File: src/rtl/single_port_ram_arbiter_pkg.sv
// Shared constants for single_port_ram_arbiter: ceiling-log2 helper and
// response-type encodings used when SINGLE_PORT_RAM_ARBITER_WRITE_RESPONSE_EN is defined.
package single_port_ram_arbiter_pkg;

  function automatic int unsigned clog2(input int unsigned value);
    int unsigned result;
    int unsigned remaining;
    result    = 0;
    remaining = (value > 0) ? value - 1 : 0;
    while (remaining > 0) begin
      result++;
      remaining = remaining >> 1;
    end
    return result;
  endfunction

  typedef enum logic {
    RESPONSE_READ  = 1'b0,
    RESPONSE_WRITE = 1'b1
  } response_type_t;

endpackage

File: src/rtl/single_port_ram_arbiter_round_robin_arbiter.sv
// Round-robin arbiter: grants the first active request at or above the
// pointer (with wrap); the pointer moves past the winner when advance is high.
module round_robin_arbiter
  import single_port_ram_arbiter_pkg::*;
#(
  parameter int unsigned REQUESTERS  = 2,
  parameter int unsigned INDEX_WIDTH = clog2(REQUESTERS)
) (
  input  logic                   clock,
  input  logic                   resetn,
  input  logic [REQUESTERS-1:0]  requests,
  input  logic                   advance,
  output logic [REQUESTERS-1:0]  grant,
  output logic [INDEX_WIDTH-1:0] grant_index
);

  logic [INDEX_WIDTH-1:0]  pointer;
  logic [INDEX_WIDTH-1:0]  next_pointer;
  logic [2*REQUESTERS-1:0] doubled;
  logic [REQUESTERS-1:0]   rotated;
  logic [INDEX_WIDTH:0]    sum;
  logic [INDEX_WIDTH:0]    incremented;
  logic                    found;

  // Rotate so that bit 0 is the pointer position; a fixed-priority scan then
  // gives the round-robin order without variable-index selects.
  always_comb begin
    doubled     = {requests, requests} >> pointer;
    rotated     = doubled[REQUESTERS-1:0];
    grant       = '0;
    grant_index = '0;
    found       = 1'b0;
    sum         = '0;
    for (int unsigned i = 0; i < REQUESTERS; i++) begin
      if (!found && rotated[i]) begin
        found = 1'b1;
        sum   = {1'b0, pointer} + (INDEX_WIDTH+1)'(i);
        if (sum >= (INDEX_WIDTH+1)'(REQUESTERS)) begin
          sum = sum - (INDEX_WIDTH+1)'(REQUESTERS);
        end
        grant_index = sum[INDEX_WIDTH-1:0];
        grant       = REQUESTERS'(1) << sum[INDEX_WIDTH-1:0];
      end
    end
  end

  always_comb begin
    incremented = {1'b0, grant_index} + (INDEX_WIDTH+1)'(1);
    if (incremented >= (INDEX_WIDTH+1)'(REQUESTERS)) begin
      next_pointer = '0;
    end else begin
      next_pointer = incremented[INDEX_WIDTH-1:0];
    end
  end

  always_ff @(posedge clock) begin
    if (!resetn) begin
      pointer <= '0;
    end else if (advance) begin
      pointer <= next_pointer;
    end
  end

endmodule

File: src/rtl/single_port_ram_arbiter.sv
// Shares one single_port_ram between N valid/ready requesters with round-robin
// grant and routed read responses. Optional: SINGLE_PORT_RAM_ARBITER_WRITE_RESPONSE_EN.
module single_port_ram_arbiter
  import single_port_ram_arbiter_pkg::*;
#(
  parameter int unsigned WIDTH         = 8,
  parameter int unsigned DEPTH         = 16,
  parameter int unsigned READ_LATENCY  = 1,
  parameter int unsigned REQUESTERS    = 2,
  parameter int unsigned ADDRESS_WIDTH = clog2(DEPTH),
  parameter int unsigned INDEX_WIDTH   = clog2(REQUESTERS)
) (
  input  logic                              clock,
  input  logic                              resetn,
  input  logic [REQUESTERS-1:0]             request_valid,
  output logic [REQUESTERS-1:0]             request_ready,
  input  logic [REQUESTERS-1:0]             request_write,
  input  logic [REQUESTERS*ADDRESS_WIDTH-1:0] request_address,
  input  logic [REQUESTERS*WIDTH-1:0]       request_write_data,
  output logic [REQUESTERS-1:0]             response_valid,
  output logic [WIDTH-1:0]                  response_data,
  output logic                              ram_access_enable,
  output logic                              ram_write,
  output logic [ADDRESS_WIDTH-1:0]          ram_address,
  output logic [WIDTH-1:0]                  ram_write_data,
  input  logic [WIDTH-1:0]                  ram_read_data
);

  logic [REQUESTERS-1:0]  gated_valid;
  logic [REQUESTERS-1:0]  grant;
  logic [INDEX_WIDTH-1:0] grant_index;
  logic                   issue;
  logic                   respond_now;
  logic [REQUESTERS-1:0]  pending_valid;
  logic                   pending_is_write;

  assign gated_valid = request_valid & {REQUESTERS{resetn}};

  round_robin_arbiter #(
    .REQUESTERS (REQUESTERS),
    .INDEX_WIDTH(INDEX_WIDTH)
  ) u_round_robin_arbiter (
    .clock      (clock),
    .resetn     (resetn),
    .requests   (gated_valid),
    .advance    (issue),
    .grant      (grant),
    .grant_index(grant_index)
  );

  assign issue             = |grant;
  assign request_ready     = grant;
  assign ram_access_enable = issue;

  always_comb begin
    ram_write      = request_write[0];
    ram_address    = request_address[ADDRESS_WIDTH-1:0];
    ram_write_data = request_write_data[WIDTH-1:0];
    for (int unsigned i = 1; i < REQUESTERS; i++) begin
      if (grant[i]) begin
        ram_write      = request_write[i];
        ram_address    = request_address[i*ADDRESS_WIDTH +: ADDRESS_WIDTH];
        ram_write_data = request_write_data[i*WIDTH +: WIDTH];
      end
    end
  end

`ifdef SINGLE_PORT_RAM_ARBITER_WRITE_RESPONSE_EN
  response_type_t issue_type;
  assign issue_type  = ram_write ? RESPONSE_WRITE : RESPONSE_READ;
  assign respond_now = issue;
`else
  assign respond_now = issue && !ram_write;
`endif

  generate
    if (READ_LATENCY == 0) begin : g_latency0
      assign pending_valid = respond_now ? grant : '0;
`ifdef SINGLE_PORT_RAM_ARBITER_WRITE_RESPONSE_EN
      assign pending_is_write = (issue_type == RESPONSE_WRITE);
`else
      assign pending_is_write = 1'b0;
`endif
    end else begin : g_latency1
      logic                   response_valid_q;
      logic [INDEX_WIDTH-1:0] response_index_q;

      always_ff @(posedge clock) begin
        if (!resetn) begin
          response_valid_q <= 1'b0;
        end else begin
          response_valid_q <= respond_now;
        end
        response_index_q <= grant_index;
      end

`ifdef SINGLE_PORT_RAM_ARBITER_WRITE_RESPONSE_EN
      response_type_t response_type_q;
      always_ff @(posedge clock) begin
        response_type_q <= issue_type;
      end
      assign pending_is_write = (response_type_q == RESPONSE_WRITE);
`else
      assign pending_is_write = 1'b0;
`endif
      assign pending_valid = response_valid_q ? (REQUESTERS'(1) << response_index_q) : '0;
    end
  endgenerate

  // Masking with resetn drops a response that was in flight when reset hit.
  assign response_valid = resetn ? pending_valid : '0;
  assign response_data  = pending_is_write ? '0 : ram_read_data;

endmodule

File: config.mk
export PLATFORM = sky130hd
export DESIGN_NAME = single_port_ram_arbiter
export DESIGN_NICKNAME = d
export VERILOG_FILES = /design/src/rtl/single_port_ram_arbiter_pkg.sv /design/src/rtl/single_port_ram_arbiter_round_robin_arbiter.sv /design/src/rtl/single_port_ram_arbiter.sv
export SDC_FILE = /design/constraint.sdc
export NUM_CORES = 1
export LEC_CHECK = 0
export CELL_PAD_IN_SITES_DETAIL_PLACEMENT = 0
export CELL_PAD_IN_SITES_GLOBAL_PLACEMENT = 1
export CORE_ASPECT_RATIO = 0.75
export CORE_MARGIN = 5
export CORE_UTILIZATION = 14
export DETAILED_ROUTE_END_ITERATION = 8
export MAX_ROUTING_LAYER = met4
export PLACE_DENSITY = 0.89
export SETUP_SLACK_MARGIN = 0.05
export SLEW_MARGIN = 20
export SYNTH_ARGS = -nofsm -noshare
export SYNTH_HDL_FRONTEND = slang
export SYNTH_HIERARCHICAL = 1
export SYNTH_SLANG_ARGS = --single-unit
File: constraint.sdc
create_clock -name clock -period 3.1 [get_ports clock]
set_clock_uncertainty 0.15 [all_clocks]
set_input_delay 0.775 -clock clock [delete_from_list [all_inputs] [get_ports clock]]
set_output_delay 0.775 -clock clock [all_outputs]
set_load 0.03 [all_outputs]
After elaboration in Yosys (flattened, before gate mapping)
Cells that the tools add are included.

Add/subtract/negate cells: 4. Order comparisons: 3. Shift operators: 4. Multiplexer cells: 15. Bitwise gates (word level): 1. Reductions and logical operators: 5.

Operators by type and width (number): $mux W1 (9); $mux W2 (4); $mux W8 (1); $shl A1 B1 Y2 const A (3); $add A1 B1 Y2 const B (2); $ge A2 B2 Y1 const B (2); $mux W4 (1); $shr A4 B1 Y2 (1); $and A2 B2 Y2 (1); $ge A1 B2 Y1 const B (1); $logic_and A1 B1 Y1 (2); $logic_not A1 Y1 (2); $reduce_or A2 Y1 (1); $sub A1 B1 Y1 const B (2).

Register bits after elaboration: 3. Bits of input ports: 38. Output and inout port bits: 26. Word-level logic and storage cells: 35.

Longest topological paths before layout
Gate-level depths: netlist of run 1.

Depth after elaboration: 11. Mapped depth: 9. Depth with buffers taken out: 6.

Hierarchy
Netlist of run 1, hierarchy kept.

By module, submodules not included: single_port_ram_arbiter (times used 1, cells each 34, area an instance 360.3 µm², sequential area each 40.0 µm²); round_robin_arbiter (times used 1, cells each 7, area an instance 60.1 µm², sequential area each 20.0 µm²).

Least setup slack after synthesis of run 1
Ideal clock, no wire load.

Path type: input port to output port. From: in request_valid[1]. To: out ram_access_enable. Arrival time: 2.138 ns. Data required time: 2.175 ns. Setup slack: 0.037 ns. Stages: 3. Path buffers: 0. Cell sequence: and2_1 > a21boi_0 > or2_1.

Word-level cells in the longest chain between the ends: 7. Elaborated cells on any way between the ends: 8. Classes of those cells: 1 x shift; 3 x mux; 1 x bitwise; 3 x reduce/logical.

Ends and longest elaborated chain: start, declared (line single_port_ram_arbiter.sv:15) `input logic [REQUESTERS-1:0] request_valid,`; $and A2 B2 Y2 * (line single_port_ram_arbiter.sv:37) `assign gated_valid = request_valid & {REQUESTERS{resetn}};`; $shr A4 B1 Y2 * (line single_port_ram_arbiter_round_robin_arbiter.sv:28) `doubled = {requests, requests} >> pointer;`; $mux W1 (line single_port_ram_arbiter_round_robin_arbiter.sv:35) `if (!found && rotated[i]) begin`; $logic_not A1 Y1 (line single_port_ram_arbiter_round_robin_arbiter.sv:35); $logic_and A1 B1 Y1 (line single_port_ram_arbiter_round_robin_arbiter.sv:35); $mux W2 * (line single_port_ram_arbiter_round_robin_arbiter.sv:35); net request_ready[0] (line single_port_ram_arbiter.sv:16) `output logic [REQUESTERS-1:0] request_ready,`; $reduce_or A2 Y1 * (line single_port_ram_arbiter.sv:51) `assign issue = |grant;`; end, declared (line single_port_ram_arbiter.sv:22) `output logic ram_access_enable,`.

Mark *: on every way through the listed nets, which the timed path passes. The rest lies on a longest branch.

Worst setup path after layout of run 1
From: in resetn. To: out ram_write.

Word-level cells in the longest chain between the ends: 7. Elaborated cells on any way between the ends: 8. Classes of those cells: 1 x shift; 4 x mux; 1 x bitwise; 2 x reduce/logical.

Ends and longest elaborated chain: start, declared (line single_port_ram_arbiter.sv:14) `input logic resetn,`; $and A2 B2 Y2 * (line single_port_ram_arbiter.sv:37); net gated_valid[0] (line single_port_ram_arbiter.sv:29) `logic [REQUESTERS-1:0] gated_valid;`; $shr A4 B1 Y2 * (line single_port_ram_arbiter_round_robin_arbiter.sv:28); $mux W1 (line single_port_ram_arbiter_round_robin_arbiter.sv:35); $logic_not A1 Y1 (line single_port_ram_arbiter_round_robin_arbiter.sv:35); $logic_and A1 B1 Y1 (line single_port_ram_arbiter_round_robin_arbiter.sv:35); $mux W2 * (line single_port_ram_arbiter_round_robin_arbiter.sv:35); $mux W1 * (line single_port_ram_arbiter.sv:60) `if (grant[i]) begin`; end, declared (line single_port_ram_arbiter.sv:23) `output logic ram_write,`.

Marks and branches as above.

==> impl_metrics.sql, run 1 <==
INSERT INTO impl_metrics (metric_group, metric, value, unit) VALUES
('detailed_routing', 'drt_drc_violations_left', '0', ''),
('timing', 'report.final.hold_viol_count', '0', ''),
('synthesis', 'synth.yosys.warnings', '6', ''),
('final_layout', 'synthToLayoutAreaGrowth', '122', '%'),
('timing', 'timing.fmax', '335', 'MHz'),
('power', 'design_power_total', '0.000303', 'W'),
('timing', 'worst_slew_pin_slew', '249', 'ps'),
('synthesis', 'post_synth_xor_area_fraction', '0', '%'),
('clocking', 'clkLatencyLatePin', '220', 'ps'),
('worst_setup_path', 'worst_setup_path_start_kind', 'primary input', ''),
('synthesis', 'synth_compound_area_share', '5.65', '%'),
('synthesis', 'synth.ff_latch_count', '3', ''),
('final_layout', 'num-nets-final', '131', ''),
('grt', 'pin_count_of_the_biggest_net_entering_global_routing', '8', ''),
('detailed_routing', 'route.top_layer_used', 'met3', ''),
('synthesis', 'synth_top_area_share', '28.6', '%'),
('worst_setup_path', 'worst_setup_end_kind', 'output pin', ''),
('synthesis', 'synthMuxAreaShare', '42.0', '%'),
('synthesis', 'syn_nets', '79', ''),
('hold_path', 'worstHoldPathType', 'reg2reg', ''),
('synthesis', 'synth-adder-area-share', '0', '%'),
('power', 'power_per_cell_area', '324', 'nW/um^2'),
('final_layout', 'antenna_cells_inserted', '0', ''),
('detailed_routing', 'dr_wl_met3', '78', 'um'),
('detailed_routing', 'met2_length', '1060', 'um'),
('timing', 'period_needed', '2980', 'ps'),
('timing', 'grt_setup_unrepaired', 'no', ''),
('detailed_routing', 'detail_route.wl_per_cell', '13.3', 'um'),
('worst_setup_path', 'worst_path_max_delay_cell', 'sky130_fd_sc_hd__mux2_4', ''),
('final_layout', 'final_core_utilization', '32.0', '%'),
('placed_design', 'placed_cell_area', '847', 'um^2'),
('detailed_routing', 'drt_first_pass_iters', '2', ''),
('worst_setup_path', 'delay_of_the_slowest_critical_path_stage', '300', 'ps'),
('worst_setup_path', 'cp.arrival', '2060', 'ps'),
('job', 'maxCapViolations', '0', ''),
('detailed_routing', 'ant_nets', '0', ''),
('detailed_routing', 'drt-vias-per-instance', '3.82', ''),
('clocking', 'cts_tree', 'built', ''),
('grt', 'grt_antenna_before_repair', '0', ''),
('placed_design', 'dpl.hpwl', '1340', 'um'),
('floorplan', 'boundaryPins', '64', ''),
('final_layout', 'final_design_area_no_fill', '933', 'um^2'),
('floorplan', 'die_area', '4210', 'um^2'),
('floorplan', 'die_x', '73.3', 'um'),
('placed_design', 'pre_cts_ws', '-690', 'ps'),
('detailed_routing', 'met1_length', '584', 'um'),
('synthesis', 'post_synth_inst_count', '41', ''),
('placed_design', 'place.port_buffers', '47', ''),
('detailed_routing', 'dr.first_iter.drc_count', '14', ''),
('detailed_routing', 'wirelength', '1720', 'um'),
('synthesis', 'combinational_family_with_the_most_area_after_synthesis', 'multiplexers', ''),
('timing', 'hold_slack', '416', 'ps'),
('grt', 'remaining_global_route_overflow', '0', ''),
('final_layout', 'drive_gt1_share', '53.3', '%'),
('worst_setup_path', 'worstPathMaxFanout', '7', ''),
('timing', 'timing.final.setup_violations', '0', ''),
('worst_setup_path', 'cp_top_family', 'buffers and inverters', ''),
('timing', 'timing.final.ws_setup', '118', 'ps'),
('power', 'power.leakage', '0.428', 'nW'),
('run_status', 'outcome', 'finished, final reports clean', ''),
('floorplan', 'die_height', '57.5', 'um'),
('hold_path', 'hold-path-cell-count', '2', ''),
('placed_design', 'gp_routability_congestion', '0.623', ''),
('worst_setup_path', 'setup.reg_to_reg.worst_slack', '1480', 'ps'),
('synthesis', 'synth.yosys.seq_area_share', '14.3', '%'),
('worst_setup_path', 'critical_path.cell_chain', 'dlygate4sd2_1 > and2_4 > nand2b_4 > and2_4 > buf_6 > mux2_4 > buf_6', ''),
('worst_setup_path', 'required', '2170', 'ps'),
('final_layout', 'fillCellCount', '300', ''),
('detailed_routing', 'num_vias', '497', ''),
('clocking', 'cts.clk_slew.worst_paths', '30', 'ps'),
('clocking', 'ctsRootBufferMaster', 'sky130_fd_sc_hd__clkbuf_8', '');
-- cells by family after synthesis --
kind of cell / count (synthesis)
buf+inv: 11
simple gates: 10
compound gates: 4
mux: 13
flops: 3
-- per-stage QoR --
stage | cells | TNS [ps]
after floorplan | 41 | 0
after global placement | 118 | -7690
after detailed placement | 118 | -8450
after CTS | 130 | 0
after global routing | 130 | 0
final | 130 | 0
-- power by group --
part / internal (W) / switching, W / leakage [nW]
sequential: 0.0000416 / 0.00000162 / 0.0248
clock: 0.0000876 / 0.0000250 / 0.0228
combinational: 0.0000822 / 0.0000645 / 0.380
-- Yosys cell counts --
cell type / n
sky130_fd_sc_hd__and2_2: 1
sky130_fd_sc_hd__and2_1: 2
sky130_fd_sc_hd__mux2_2: 5
sky130_fd_sc_hd__a21boi_0: 1
sky130_fd_sc_hd__a31oi_1: 1
sky130_fd_sc_hd__nor2_1: 1
sky130_fd_sc_hd__or2_1: 1
sky130_fd_sc_hd__buf_6: 1
sky130_fd_sc_hd__buf_4: 9
sky130_fd_sc_hd__mux2_4: 8
sky130_fd_sc_hd__dfxtp_1: 3
sky130_fd_sc_hd__o21ai_0: 2
sky130_fd_sc_hd__buf_12: 1
sky130_fd_sc_hd__nand2b_1: 1
sky130_fd_sc_hd__nand2_1: 2
sky130_fd_sc_hd__and3_1: 1
sky130_fd_sc_hd__nand4bb_1: 1
-- worst reg2reg max path, stage by stage (launching register included) --
cell and delay [ps]:
sky130_fd_sc_hd__dfxtp_1 320, sky130_fd_sc_hd__nand2b_4 150, sky130_fd_sc_hd__and2_4 200, sky130_fd_sc_hd__buf_6 130, sky130_fd_sc_hd__or2_1 230, sky130_fd_sc_hd__buf_4 140
sky130_fd_sc_hd__o21ai_0 140, sky130_fd_sc_hd__a31oi_1 50
-- cell type report --
| cell class | instances | area, um^2 | share of cell area (%) |
|---|---|---|---|
| Clock buffer | 4 | 45.0 | 4.83 |
| Multi-Input combinational cell | 28 | 288 | 30.8 |
| Timing Repair Buffer | 57 | 493 | 52.8 |
| Sequential cell | 3 | 60.1 | 6.43 |
| Tap cell | 38 | 47.5 | 5.09 |
-- metal layers --
layer / GRT usage [%] / up-vias
met5: - / -
met1: 7.84 / 241
met3: 1.23 / 0
met2: 16.2 / 19
met4: 4.74 / 0
li1: - / 237
-- worst max-delay path by stage --
stage                      from                end  cells after the start
2_1_floorplan  request_valid[0]  ram_access_enable                      7
6_report                 resetn          ram_write                      7
5_1_grt                  resetn          ram_write                      7
3_5_place_dp             resetn  ram_write_data[7]                      6
3_3_place_gp             resetn  ram_write_data[7]                      6
4_1_cts                  resetn          ram_write                      7
-- placed cells by master (no fill, tap or decap) --
cell,n
sky130_fd_sc_hd__clkdlybuf4s50_1,26
sky130_fd_sc_hd__buf_4,13
sky130_fd_sc_hd__buf_2,11
sky130_fd_sc_hd__mux2_4,9
sky130_fd_sc_hd__and2_4,4
sky130_fd_sc_hd__mux2_2,4
sky130_fd_sc_hd__clkbuf_8,3
sky130_fd_sc_hd__dfxtp_1,3
sky130_fd_sc_hd__dlygate4sd2_1,3
sky130_fd_sc_hd__nand2_1,2
sky130_fd_sc_hd__o21ai_0,2
sky130_fd_sc_hd__buf_6,2
sky130_fd_sc_hd__nor2_1,1
sky130_fd_sc_hd__or2_1,1
sky130_fd_sc_hd__and3_1,1
sky130_fd_sc_hd__nand4bb_1,1
sky130_fd_sc_hd__clkbuf_1,1
sky130_fd_sc_hd__clkdlybuf4s15_2,1
sky130_fd_sc_hd__buf_12,1
sky130_fd_sc_hd__nand2b_4,1
sky130_fd_sc_hd__a21boi_1,1
sky130_fd_sc_hd__a31oi_1,1
-- timing repair --
action | CTS | global route
pin swaps | 4 | 1
hold buffers | 0 | 0
gates cloned | 1 | 0
buffers inserted | 7 | 0
endpoints found under the setup margin | 14 | 10
resized for setup | 67 | 2
No activity file was read; power rests on OpenSTA's default activity.
==> run 2, diff against run 1 <==
--- a/config.mk
+++ b/config.mk
@@ -7,7 +7,6 @@
 export LEC_CHECK = 0
 export CELL_PAD_IN_SITES_DETAIL_PLACEMENT = 0
 export CELL_PAD_IN_SITES_GLOBAL_PLACEMENT = 1
-export CORE_ASPECT_RATIO = 0.75
 export CORE_MARGIN = 5
 export CORE_UTILIZATION = 14
 export DETAILED_ROUTE_END_ITERATION = 8
==> run 2 against run 1 <==
Register-to-register slack got worse by 740 ps; setup slack improved by 19 ps; core utilization increased by 5.6 points; non-clock buffer count increased by 12; clock-buffer cell count unchanged; first-iteration DRC count decreased by 93%; cell count increased by 3.1%; critical endpoint is now ram_write_data[7].
==> impl_metrics.sql, run 2 (same netlist as run 1, synthesis figures left out) <==
INSERT INTO impl_metrics (metric_group, metric, value, unit) VALUES
('power', 'power.share.clock', '24.4', '%'),
('timing', 'grt_setup_unrepaired', 'no', ''),
('detailed_routing', 'num_vias', '549', ''),
('placed_design', 'gp_routability_congestion', '0.733', ''),
('worst_setup_path', 'worst-setup-path-type', 'in2out', ''),
('clocking', 'htree_levels', '1', ''),
('detailed_routing', 'detail_route.wl_per_cell', '13.0', 'um'),
('power', 'peakVddDrop', '0.121', 'mV'),
('grt', 'grt_pass1_vias', '642', ''),
('timing', 'timing.fmax', '338', 'MHz'),
('clocking', 'clkLatencyLatePin', '240', 'ps'),
('detailed_routing', 'drt_drc_violations_left', '0', ''),
('final_layout', 'num-nets-final', '142', ''),
('floorplan', 'die_height', '64.8', 'um'),
('power', 'p_switching', '0.0000930', 'W'),
('worst_setup_path', 'worst-path-stages', '7', ''),
('floorplan', 'floorplan.rows', '19', ''),
('detailed_routing', 'wirelength', '1740', 'um'),
('timing', 'max-slew-margin-rel', '84.2', '%'),
('floorplan', 'core-area', '2830', 'um^2'),
('final_layout', 'post_layout_nonfiller_instances', '134', ''),
('floorplan', 'die_x', '64.8', 'um'),
('clocking', 'cts_buffer_depth', '2', ''),
('detailed_routing', 'drt-vias-per-instance', '4.10', ''),
('final_layout', 'synthToLayoutAreaGrowth', '153', '%'),
('worst_setup_path', 'required', '2170', 'ps'),
('clocking', 'cts.clk_slew.worst_paths', '40', 'ps'),
('worst_setup_path', 'critical_path.cell_chain', 'dlygate4sd2_1 > and2_4 > nand2b_1 > and2_4 > buf_6 > mux2_4 > buf_6', ''),
('floorplan', 'initial_core_util', '14.9', '%'),
('placed_design', 'post-place-cells', '111', ''),
('job', 'maxCapViolations', '0', ''),
('power', 'swShare', '32.1', '%'),
('detailed_routing', 'drt_first_pass_iters', '2', ''),
('grt', 'pin_count_of_the_biggest_net_entering_global_routing', '6', ''),
('timing', 'ratio_of_final_minimum_period_to_clock_period', '95.6', '%'),
('final_layout', 'final_common_cell', 'sky130_fd_sc_hd__clkdlybuf4s50_1', ''),
('worst_setup_path', 'critPathBufInv', '3', ''),
('hold_path', 'hold-path-cell-count', '2', ''),
('final_layout', 'fillCellCount', '289', ''),
('timing', 'period_needed', '2960', 'ps'),
('worst_setup_path', 'cp_top_family', 'buffers and inverters', ''),
('grt', 'grt_antenna_before_repair', '0', ''),
('worst_setup_path', 'timing.reg2reg.worst_path_depth', '15', ''),
('placed_design', 'place.port_buffers', '47', ''),
('clocking', 'clock-sinks', '3', ''),
('worst_setup_path', 'worst_setup_end_kind', 'output pin', ''),
('clocking', 'cts_tree', 'built', ''),
('worst_setup_path', 'worst_path_max_delay_cell', 'sky130_fd_sc_hd__mux2_4', ''),
('detailed_routing', 'dr.first_iter.drc_count', '1', ''),
('floorplan', 'boundaryPins', '64', ''),
('power', 'power.share.sequential', '14.9', '%'),
('final_layout', 'drive_gt1_share', '57.3', '%'),
('floorplan', 'die_area', '4200', 'um^2'),
('detailed_routing', 'ant_nets', '0', ''),
('clocking', 'ctsRootBufferMaster', 'sky130_fd_sc_hd__clkbuf_4', ''),
('worst_setup_path', 'cp.arrival', '2040', 'ps'),
('timing', 'hold_slack', '451', 'ps'),
('final_layout', 'antenna_cells_inserted', '0', ''),
('hold_path', 'worstHoldPathType', 'reg2reg', ''),
('power', 'power_per_cell_area', '272', 'nW/um^2'),
('power', 'power.share.combinational', '60.7', '%'),
('timing', 'report.final.hold_viol_count', '0', ''),
('run_status', 'outcome', 'finished, final reports clean', ''),
('final_layout', 'layout_common_cells', 'sky130_fd_sc_hd__clkdlybuf4s50_1, sky130_fd_sc_hd__buf_4, sky130_fd_sc_hd__buf_6, sky130_fd_sc_hd__mux2_4', ''),
('power', 'design_power_total', '0.000290', 'W'),
('worst_setup_path', 'worstPathMaxFanout', '5', ''),
('grt', 'global_route_wire_length_before_repair', '2790', 'um'),
('power', 'p_int', '0.000197', 'W'),
('timing', 'final-max-slew-violation-count', '0', ''),
('worst_setup_path', 'setup.reg_to_reg.worst_slack', '740', 'ps'),
('placed_design', 'dpl.hpwl', '1290', 'um'),
('grt', 'remaining_global_route_overflow', '0', ''),
('worst_setup_path', 'delay_of_the_slowest_critical_path_stage', '300', 'ps'),
('timing', 'timing.final.setup_violations', '0', ''),
('clocking', 'tritoncts.num_buffers', '3', ''),
('grt', 'grtUsageTotal', '8.87', '%'),
('worst_setup_path', 'worst_setup_path_start_kind', 'primary input', ''),
('timing', 'worst_slew_pin_slew', '236', 'ps'),
('power', 'power.leakage', '0.501', 'nW');
[run 2: cell count changes in the layout (fill, tap and decap cells not counted), moves of 4 or more]
cell,previous run,this run
sky130_fd_sc_hd__buf_4,13,23
sky130_fd_sc_hd__buf_6,2,16
sky130_fd_sc_hd__mux2_4,9,13
sky130_fd_sc_hd__buf_2,11,0
sky130_fd_sc_hd__mux2_2,4,0
[run 2: cell type report]
class	instances	area, um^2	area share (%)
Multi-Input combinational cell	27	287	26.9
Timing Repair Buffer	69	652	61.3
Sequential cell	3	60.1	5.65
Clock buffer	4	26.3	2.47
Tap cell	31	38.8	3.65
[run 2: how the worst max path moves through the flow]
stage | from | to | slack (ps)
2_1_floorplan | request_valid[0] | ram_access_enable | 250
3_3_place_gp | resetn | ram_address[3] | -690
3_5_place_dp | resetn | ram_write | -760
4_1_cts | resetn | ram_write_data[7] | 120
5_1_grt | resetn | ram_write_data[7] | 60
6_report | request_valid[0] | ram_write_data[7] | 140
[run 2: power groups by stage]
stage | clock [W] | combinational [W] | sequential [W]
CTS | 0.0000756 | 0.000176 | 0.0000431
finish | 0.0000707 | 0.000176 | 0.0000431
floorplan | 0 | 0.0000933 | 0.0000430
detailed placement | 0 | 0.000143 | 0.0000436
global route | 0.0000773 | 0.000185 | 0.0000435
global placement | 0 | 0.000141 | 0.0000435
[run 2: tightest hold or removal path, cell delays in order (launching register included)]
cell	delay, ps
sky130_fd_sc_hd__dfxtp_1	320
sky130_fd_sc_hd__o21ai_0	190
sky130_fd_sc_hd__a31oi_1	40
[run 2: per-stage QoR]
stage,cell area [um^2],setup TNS (ps),setup slack [ps],utilization [%]
after floorplan,420,0,247,-
after global placement,841,-8740,-693,29.7
after detailed placement,841,-9560,-758,29.7
after CTS,1060,0,115,37.5
after global routing,1060,0,60.2,37.6
final,1060,0,138,37.6
[run 2: what timing repair did]
action,CTS,global route
cloned,0,0
setup endpoints to repair,15,5
hold buffers,0,0
pin swaps,1,1
resized for setup,102,1
buffers inserted,19,0
[run 2: routing by layer]
metal	track usage (%)	up-vias	part of all wire, %
met2	15.6	43	49
met1	8.82	246	40
li1	-	256	-
met4	4.75	0	0.46
met3	2.59	4	10
met5	-	-	0
